[src/rtl/ikaopll_dac_seq.sv]
// Slot sequencer and sample-egress controller for the IKAOPLL DAC stage.
// Drives per-slot timing strobes and buffers DAC samples in a 2-entry FIFO.
module ikaopll_dac_seq #(
    parameter int          CYCLES      = 24,
    parameter logic [31:0] MO_MASK_FM9 = 32'h0023_2323,
    parameter logic [31:0] MO_MASK_RHY = 32'h0003_2320,
    parameter logic [31:0] RO_MASK_RHY = 32'h0078_0001
) (
    input  logic               i_EMUCLK,
    input  logic               i_RST_n,
    input  logic               i_phi1_NCEN_n,
    input  logic               i_RHYTHM_REQ,
    input  logic               i_MUTE_REQ,
    input  logic               i_ACC_STRB,
    input  logic signed [12:0] i_ACC,
    input  logic               i_SMPL_READY,
    input  logic               i_OVF_CLR,
    output logic [4:0]         o_SLOT,
    output logic               o_CYCLE_00,
    output logic               o_MO_CTRL,
    output logic               o_RO_CTRL,
    output logic               o_INHIBIT_FDBK,
    output logic               o_DAC_EN,
    output logic               o_RHYTHM_EN,
    output logic               o_SMPL_VALID,
    output logic signed [12:0] o_SMPL,
    output logic               o_OVF
);

    localparam logic [4:0] LAST_SLOT = 5'(CYCLES - 1);

    logic       cen;
    logic [4:0] slot;
    logic       rhy;
    logic       mute;
    logic       dac_en;
    logic       mo_ctrl;
    logic       ro_ctrl;

    assign cen = ~i_phi1_NCEN_n;

    always_comb begin
        mo_ctrl = rhy ? MO_MASK_RHY[slot] : MO_MASK_FM9[slot];
        ro_ctrl = rhy & RO_MASK_RHY[slot];
    end

    // Mode and mute are only sampled on the last slot so a period never mixes modes.
    always_ff @(posedge i_EMUCLK or negedge i_RST_n) begin
        if (!i_RST_n) begin
            slot   <= 5'd0;
            rhy    <= 1'b0;
            mute   <= 1'b0;
            dac_en <= 1'b0;
        end else if (cen) begin
            dac_en <= (mo_ctrl | ro_ctrl) & ~mute;
            if (slot == LAST_SLOT) begin
                slot <= 5'd0;
                rhy  <= i_RHYTHM_REQ;
                mute <= i_MUTE_REQ;
            end else begin
                slot <= slot + 5'd1;
            end
        end
    end

    logic signed [12:0] ent0;
    logic signed [12:0] ent1;
    logic [1:0]         cnt;
    logic               strb_prev;
    logic               ovf;
    logic               push;
    logic               pop;

    assign push = i_ACC_STRB & ~strb_prev;
    assign pop  = (cnt != 2'd0) & i_SMPL_READY;

    // Shift-style FIFO: ent0 is always the head, ent1 only holds data when full.
    always_ff @(posedge i_EMUCLK or negedge i_RST_n) begin
        if (!i_RST_n) begin
            ent0      <= '0;
            ent1      <= '0;
            cnt       <= 2'd0;
            strb_prev <= 1'b0;
            ovf       <= 1'b0;
        end else begin
            strb_prev <= i_ACC_STRB;
            if (pop) begin
                if (cnt == 2'd2) begin
                    ent0 <= ent1;
                end else if (push) begin
                    ent0 <= i_ACC;
                end
                if (push && cnt == 2'd2) begin
                    ent1 <= i_ACC;
                end
                if (!push) begin
                    cnt <= cnt - 2'd1;
                end
            end else if (push) begin
                if (cnt == 2'd0) begin
                    ent0 <= i_ACC;
                    cnt  <= 2'd1;
                end else if (cnt == 2'd1) begin
                    ent1 <= i_ACC;
                    cnt  <= 2'd2;
                end
            end
            if (push && !pop && cnt == 2'd2) begin
                ovf <= 1'b1;
            end else if (i_OVF_CLR) begin
                ovf <= 1'b0;
            end
        end
    end

    assign o_SLOT         = slot;
    assign o_CYCLE_00     = (slot == 5'd0);
    assign o_MO_CTRL      = mo_ctrl;
    assign o_RO_CTRL      = ro_ctrl;
    assign o_INHIBIT_FDBK = ~(mo_ctrl | ro_ctrl);
    assign o_DAC_EN       = dac_en;
    assign o_RHYTHM_EN    = rhy;
    assign o_SMPL_VALID   = (cnt != 2'd0);
    assign o_SMPL         = ent0;
    assign o_OVF          = ovf;

endmodule

[config.mk]
export PLATFORM = sky130hd
export DESIGN_NAME = ikaopll_dac_seq
export DESIGN_NICKNAME = d
export VERILOG_FILES = /design/src/rtl/ikaopll_dac_seq.sv
export SDC_FILE = /design/constraint.sdc
export NUM_CORES = 1
export LEC_CHECK = 0
export CAP_MARGIN = 20
export CORE_MARGIN = 4
export CORE_UTILIZATION = 30
export DETAILED_ROUTE_END_ITERATION = 6
export PLACE_DENSITY_LB_ADDON = 0.12
export SYNTH_ARGS = -nofsm -noshare
export SYNTH_HDL_FRONTEND = slang
export SYNTH_SLANG_ARGS = --single-unit
[constraint.sdc]
create_clock -name i_EMUCLK -period 1.6 [get_ports i_EMUCLK]
set_input_delay 0.4 -clock i_EMUCLK [delete_from_list [all_inputs] [get_ports i_EMUCLK]]
set_output_delay 0.4 -clock i_EMUCLK [all_outputs]
set_load 0.05 [all_outputs]
* After elaboration in Yosys (flattened, before gate mapping) *
Memories as Yosys holds them, arrays and structs flattened.
Cells that the tools add are included.

operators by class
  add/subtract/negate cells = 2
  magnitude comparators = 1
  reductions and logical operators = 17
  equal/unequal tests = 6
  multiplexer cells = 22
  bitwise gates (word level) = 9

operators by type and width
  operator               number
  $mux W13               10
  $reduce_bool A2 Y1     6
  $mux W2                5
  $lt A5 B6 Y1 const B   1
  $mux W1                6
  $reduce_and A3 Y1      2
  $add A5 B1 Y5 const B  1
  $eq A5 B5 Y1 const B   1
  $logic_not A5 Y1       1
  $mux W5                1
  $and A1 B1 Y1          4
  $ne A2 B2 Y1 const B   2
  $not A1 Y1             4
  $reduce_and A4 Y1      1
  $logic_and A1 B1 Y1    3
  $reduce_bool A3 Y1     1
  $eq A2 B1 Y1 const B   1
  $eq A2 B2 Y1 const B   1
  $logic_not A2 Y1       1
  $ne A2 B1 Y1 const B   1
  $reduce_and A2 Y1      1
  $sub A2 B1 Y2 const B  1
  $logic_not A1 Y1       1
  $or A1 B1 Y1           1

word-level totals
  word-level logic and storage cells = 69
  memories kept = 3
  output and inout port bits = 26
  bits in registers = 38
  memory bits (read-only) = 96

memories
  memory            depth  bits a word  read ports  clocked after Yosys merged registers in  wr ports  RTL line  RTL
  (name not given)  32     1            1           0                                        0         44        ro_ctrl = rhy & RO_MASK_RHY[slot];
  (name not given)  32     1            1           0                                        0         43        mo_ctrl = rhy ? MO_MASK_RHY[slot] : MO_MASK_FM9[slot];
  (name not given)  32     1            1           0                                        0         43

* Depth between registers and ports, before layout *
  depth after elaboration = 6
  depth in mapped cells = 7
  mapped depth without buffers = 6

* Least setup slack after synthesis *
No wires, ideal clock.

  path type = reg2out
  start = register slot[1] (netlist: o_SLOT[1])
  end = output port o_INHIBIT_FDBK
  data arrival time = 2.264 ns
  cell stages (with the launch flop) = 6
  path buffers = 0
  required time = 1.200 ns
  path slack = -1.064 ns
  path through = dfrtp_1 -> inv_1 -> ha_1 -> nor2b_1 -> a211o_1 -> a32oi_1

between the ends
  cells in the longest elaborated chain, start to end = 5
  elaborated cells on any way between the ends = 10

ends and longest elaborated chain
  item                                      RTL line  RTL
  from (decl)                               33        logic [4:0] slot;
  from (signal assigned)                    61        slot <= slot + 5'd1;
  $mem_v2 Z32 W1, on equally long branches  n/a
  $mux W1, on equally long branches         43, 44
  $mux W1 or $and A1 B1 Y1 (tied branches)  43, 44
  $or A1 B1 Y1 (*)                          120       assign o_INHIBIT_FDBK = ~(mo_ctrl | ro_ctrl);
  $not A1 Y1 (*)                            120
  to (decl)                                 22        output logic o_INHIBIT_FDBK,

Mark *: on every way between the ends. The rest lies on a longest branch, timed or not. The select of a mux whose other input is x is not followed.

* Final worst setup path *
  start = register slot[0] (netlist: o_SLOT[0])
  end = output port o_INHIBIT_FDBK

Same word-level chain as after synthesis.

==> flow_summary.ini <==
[run_status]
status = complete, but fails checks
violations = setup timing

[sta]
fmax_ghz = 0.474
hold_ws_ps = 35.4
finalSetupViolCount = 7
fin_skew_ps = 10.0
finalCritPeriodShare = 1.32
rsz0062_at_grt = yes
tightest_slew_ps = 404
fin_tns_setup_ps = -2020
finalMaxSlewViolations = 0
fin_crit_ps = 2110
max_slew_margin = 0.731
hold_viol_final = 0
setup_slack_ps = -511

[setup_path]
worst-path-buf-inv = 2
crit_family = compound AO/OA/AOI/OAI gates
worstSetupPathType = reg -> out
cp-start-kind = register
cp.required_ps = 1200
path_cells = buf_6 > ha_1 > a21bo_2 > a22oi_2 > a32oi_4 > buf_12
cp.arrival_ps = 1710
path_max_fanout = 4
max_stage_delay_ps = 450
cp_slowest_cell = dfrtp_2
setup.worst_path.end_class = output port

[detailed_routing]
drt_iter0_markers = 33
vias_per_cell = 4.79
wl_per_cell_um = 14.8
num_vias = 1582
wirelength_um = 4880
firstDrtPassIters = 4
drc_errors = 0
ant_nets = 0

[floorplan]
row_count = 28
die_w_um = 88.1
die-area_sq_um = 7770
die_h_um = 88.1
core_sq_um = 6060
start_util = 0.318
io_pins = 47

[worst_hold_path]
hold_class = in -> async

[power]
total_leakage_power_nw = 1.61
p_total_mw = 7.65
max-vdd-ir-drop_mv = 1.19
powerDensity_nw_per_um2 = 2270

[layout]
final_cells = 330
fillerInstances = 525
layout-drive-gt1-share = 0.478
regArea_sq_um = 957
n_antenna_cell = 0
utilization = 0.556
final_cell_area_sq_um = 3370
area_growth_pct = 75.0
final_nets = 282
multi_input_area_sq_um = 1050

[global_routing]
first_global_vias = 1611
grt_pass1_wl_um = 7760
grt_usage = 0.128
grt_max_degree = 24
antenna_found_initial = 0
grt_overflow_total = 0

[synthesis]
ys_warn_count = 0
synthTopCellsByCount = dfrtp_1, a21oi_1, nor2_1
synth_area_leaders = dfrtp_1, mux2_4, mux2i_1, ha_1, a21oi_1
synth_cell_types = 38
synth_top_cell_area_share = 0.494
synth_nets = 194
synth_area_sq_um = 1930
syn-instance-count = 166
ys_seq_area_frac = 0.494
synth_largest_area_cell = dfrtp_1
synth_top_flop_cell = dfrtp_1
synth-edff-count = 0
syn-mean-instance-area_sq_um = 11.6
synth_most_common_cell = dfrtp_1
async_reset_ff_frac = 1.00
ys_ff_latch = 38

[cts]
path_clk_slew_ps = 80
clock-root-buffer = clkbuf_8
hold_buffers = 0
clock_path_buffers = 2
cts_buffers = 5
cts_tree = built
htreeDepth = 2
clk_latency_ps = 280
cts_num_sinks = 38

[place]
place_inst = 305
gp_congestion = 0.777
place_hpwl_um = 3370
postPlaceCellArea_sq_um = 2950
dp_slack_ps = -364
port_buffers = 46

[job]
drv_cap = 0
==> layout by cell type (no fill, tap or decap), types with 2 or more instances in the layout <==
cell	synthesis	routed
ha_1	7	3
mux2_4	11	14
inv_1	7	3
ha_4	0	4
o21ai_0	5	4
buf_6	1	8
nand2_1	11	11
clkbuf_8	0	6
xnor2_1	2	2
dfrtp_2	0	5
mux2i_1	13	13
dfrtp_1	38	33
a21oi_1	16	16
clkdlybuf4s50_1	0	18
nor2b_1	3	2
buf_4	2	27
mux2_2	5	2
buf_12	0	30
nand3_4	1	2
clkbuf_16	0	2
inv_2	0	4
nor2_1	14	14
nand2b_4	0	2
==> state kept, by name, indices dropped and copies added (netlist names) <==
register and flops:
o_RHYTHM_EN 1, cnt 2, o_DAC_EN 1, o_SLOT 5
o_OVF 1, mute 1, o_SMPL 13, strb_prev 1
ent1 13
==> cell type report <==
class                      count  share of cell area
clock inverter                 1             0.00148
tap                           75              0.0278
multi-input combinational    114               0.312
clock buffer                   7              0.0256
inverter                       8              0.0111
sequential                    38               0.284
timing repair buffer          87               0.338
==> kinds of logic (layout without fill, tap and decap cells) <==
logic type,count (synthesis),in the layout,synth area share
AO/OA/AOI/OAI,33,33,0.112
XOR/XNOR,2,2,0.00909
adder cells (fa/ha/maj),7,7,0.0455
buffers and inverters,15,103,0.0403
flip-flops,38,38,0.494
multiplexers,29,29,0.182
AND/OR/NAND/NOR,42,43,0.117
==> layer usage <==
| layer | GRT usage | up-vias | share of wire |
|---|---|---|---|
| li1 | - | 762 | - |
| met1 | 0.168 | 781 | 0.45 |
| met2 | 0.215 | 37 | 0.50 |
| met3 | 0.0320 | 2 | 0.046 |
| met4 | 0.0288 | 0 | 0.0045 |
| met5 | 0 | - | 0 |
==> worst register-to-register path, cell delays in order (launching register included) <==
cell and delay (ps):
dfrtp_2 450, buf_6 130, ha_1 190, o21ai_2 160, buf_4 140, a32oi_4 120, buf_4 160, buf_6 100
buf_4 120, o31ai_2 170
==> path summary, 6_finish.rpt <==
check | slack (ps) | end | cells after the start | startpoint
max in group asynchronous | 1100 | ent1[8]$_DFFE_PN0P_ | 2 | i_RST_n
min in group i_EMUCLK | 470 | o_DAC_EN$_DFFE_PN0N_ | 1 | mute$_DFFE_PN0P_
worst max-delay path | -510 | o_INHIBIT_FDBK | 6 | o_SLOT[0]$_DFFE_PN0N_
worst min register to register | 470 | o_DAC_EN$_DFFE_PN0N_ | 1 | mute$_DFFE_PN0P_
worst min-delay path | 40 | strb_prev$_DFF_PN0_ | 1 | i_RST_n
worst max register to register | -220 | o_DAC_EN$_DFFE_PN0N_ | 9 | o_SLOT[0]$_DFFE_PN0N_
==> report_power, final <==
part / switching [mW] / internal (mW)
Clock: 0.327 / 0.348
Sequential: 0.449 / 1.42
Combinational: 2.36 / 2.75
Total: 3.13 / 4.52
==> what timing repair did <==
action                     4_1_cts  5_1_grt
resized for setup               22       12
setup buffers                    8        6
setup endpoints to repair       28       21
pin swaps                        4        9
gates cloned                     1        2
No activity file was read; power rests on OpenSTA's default activity.
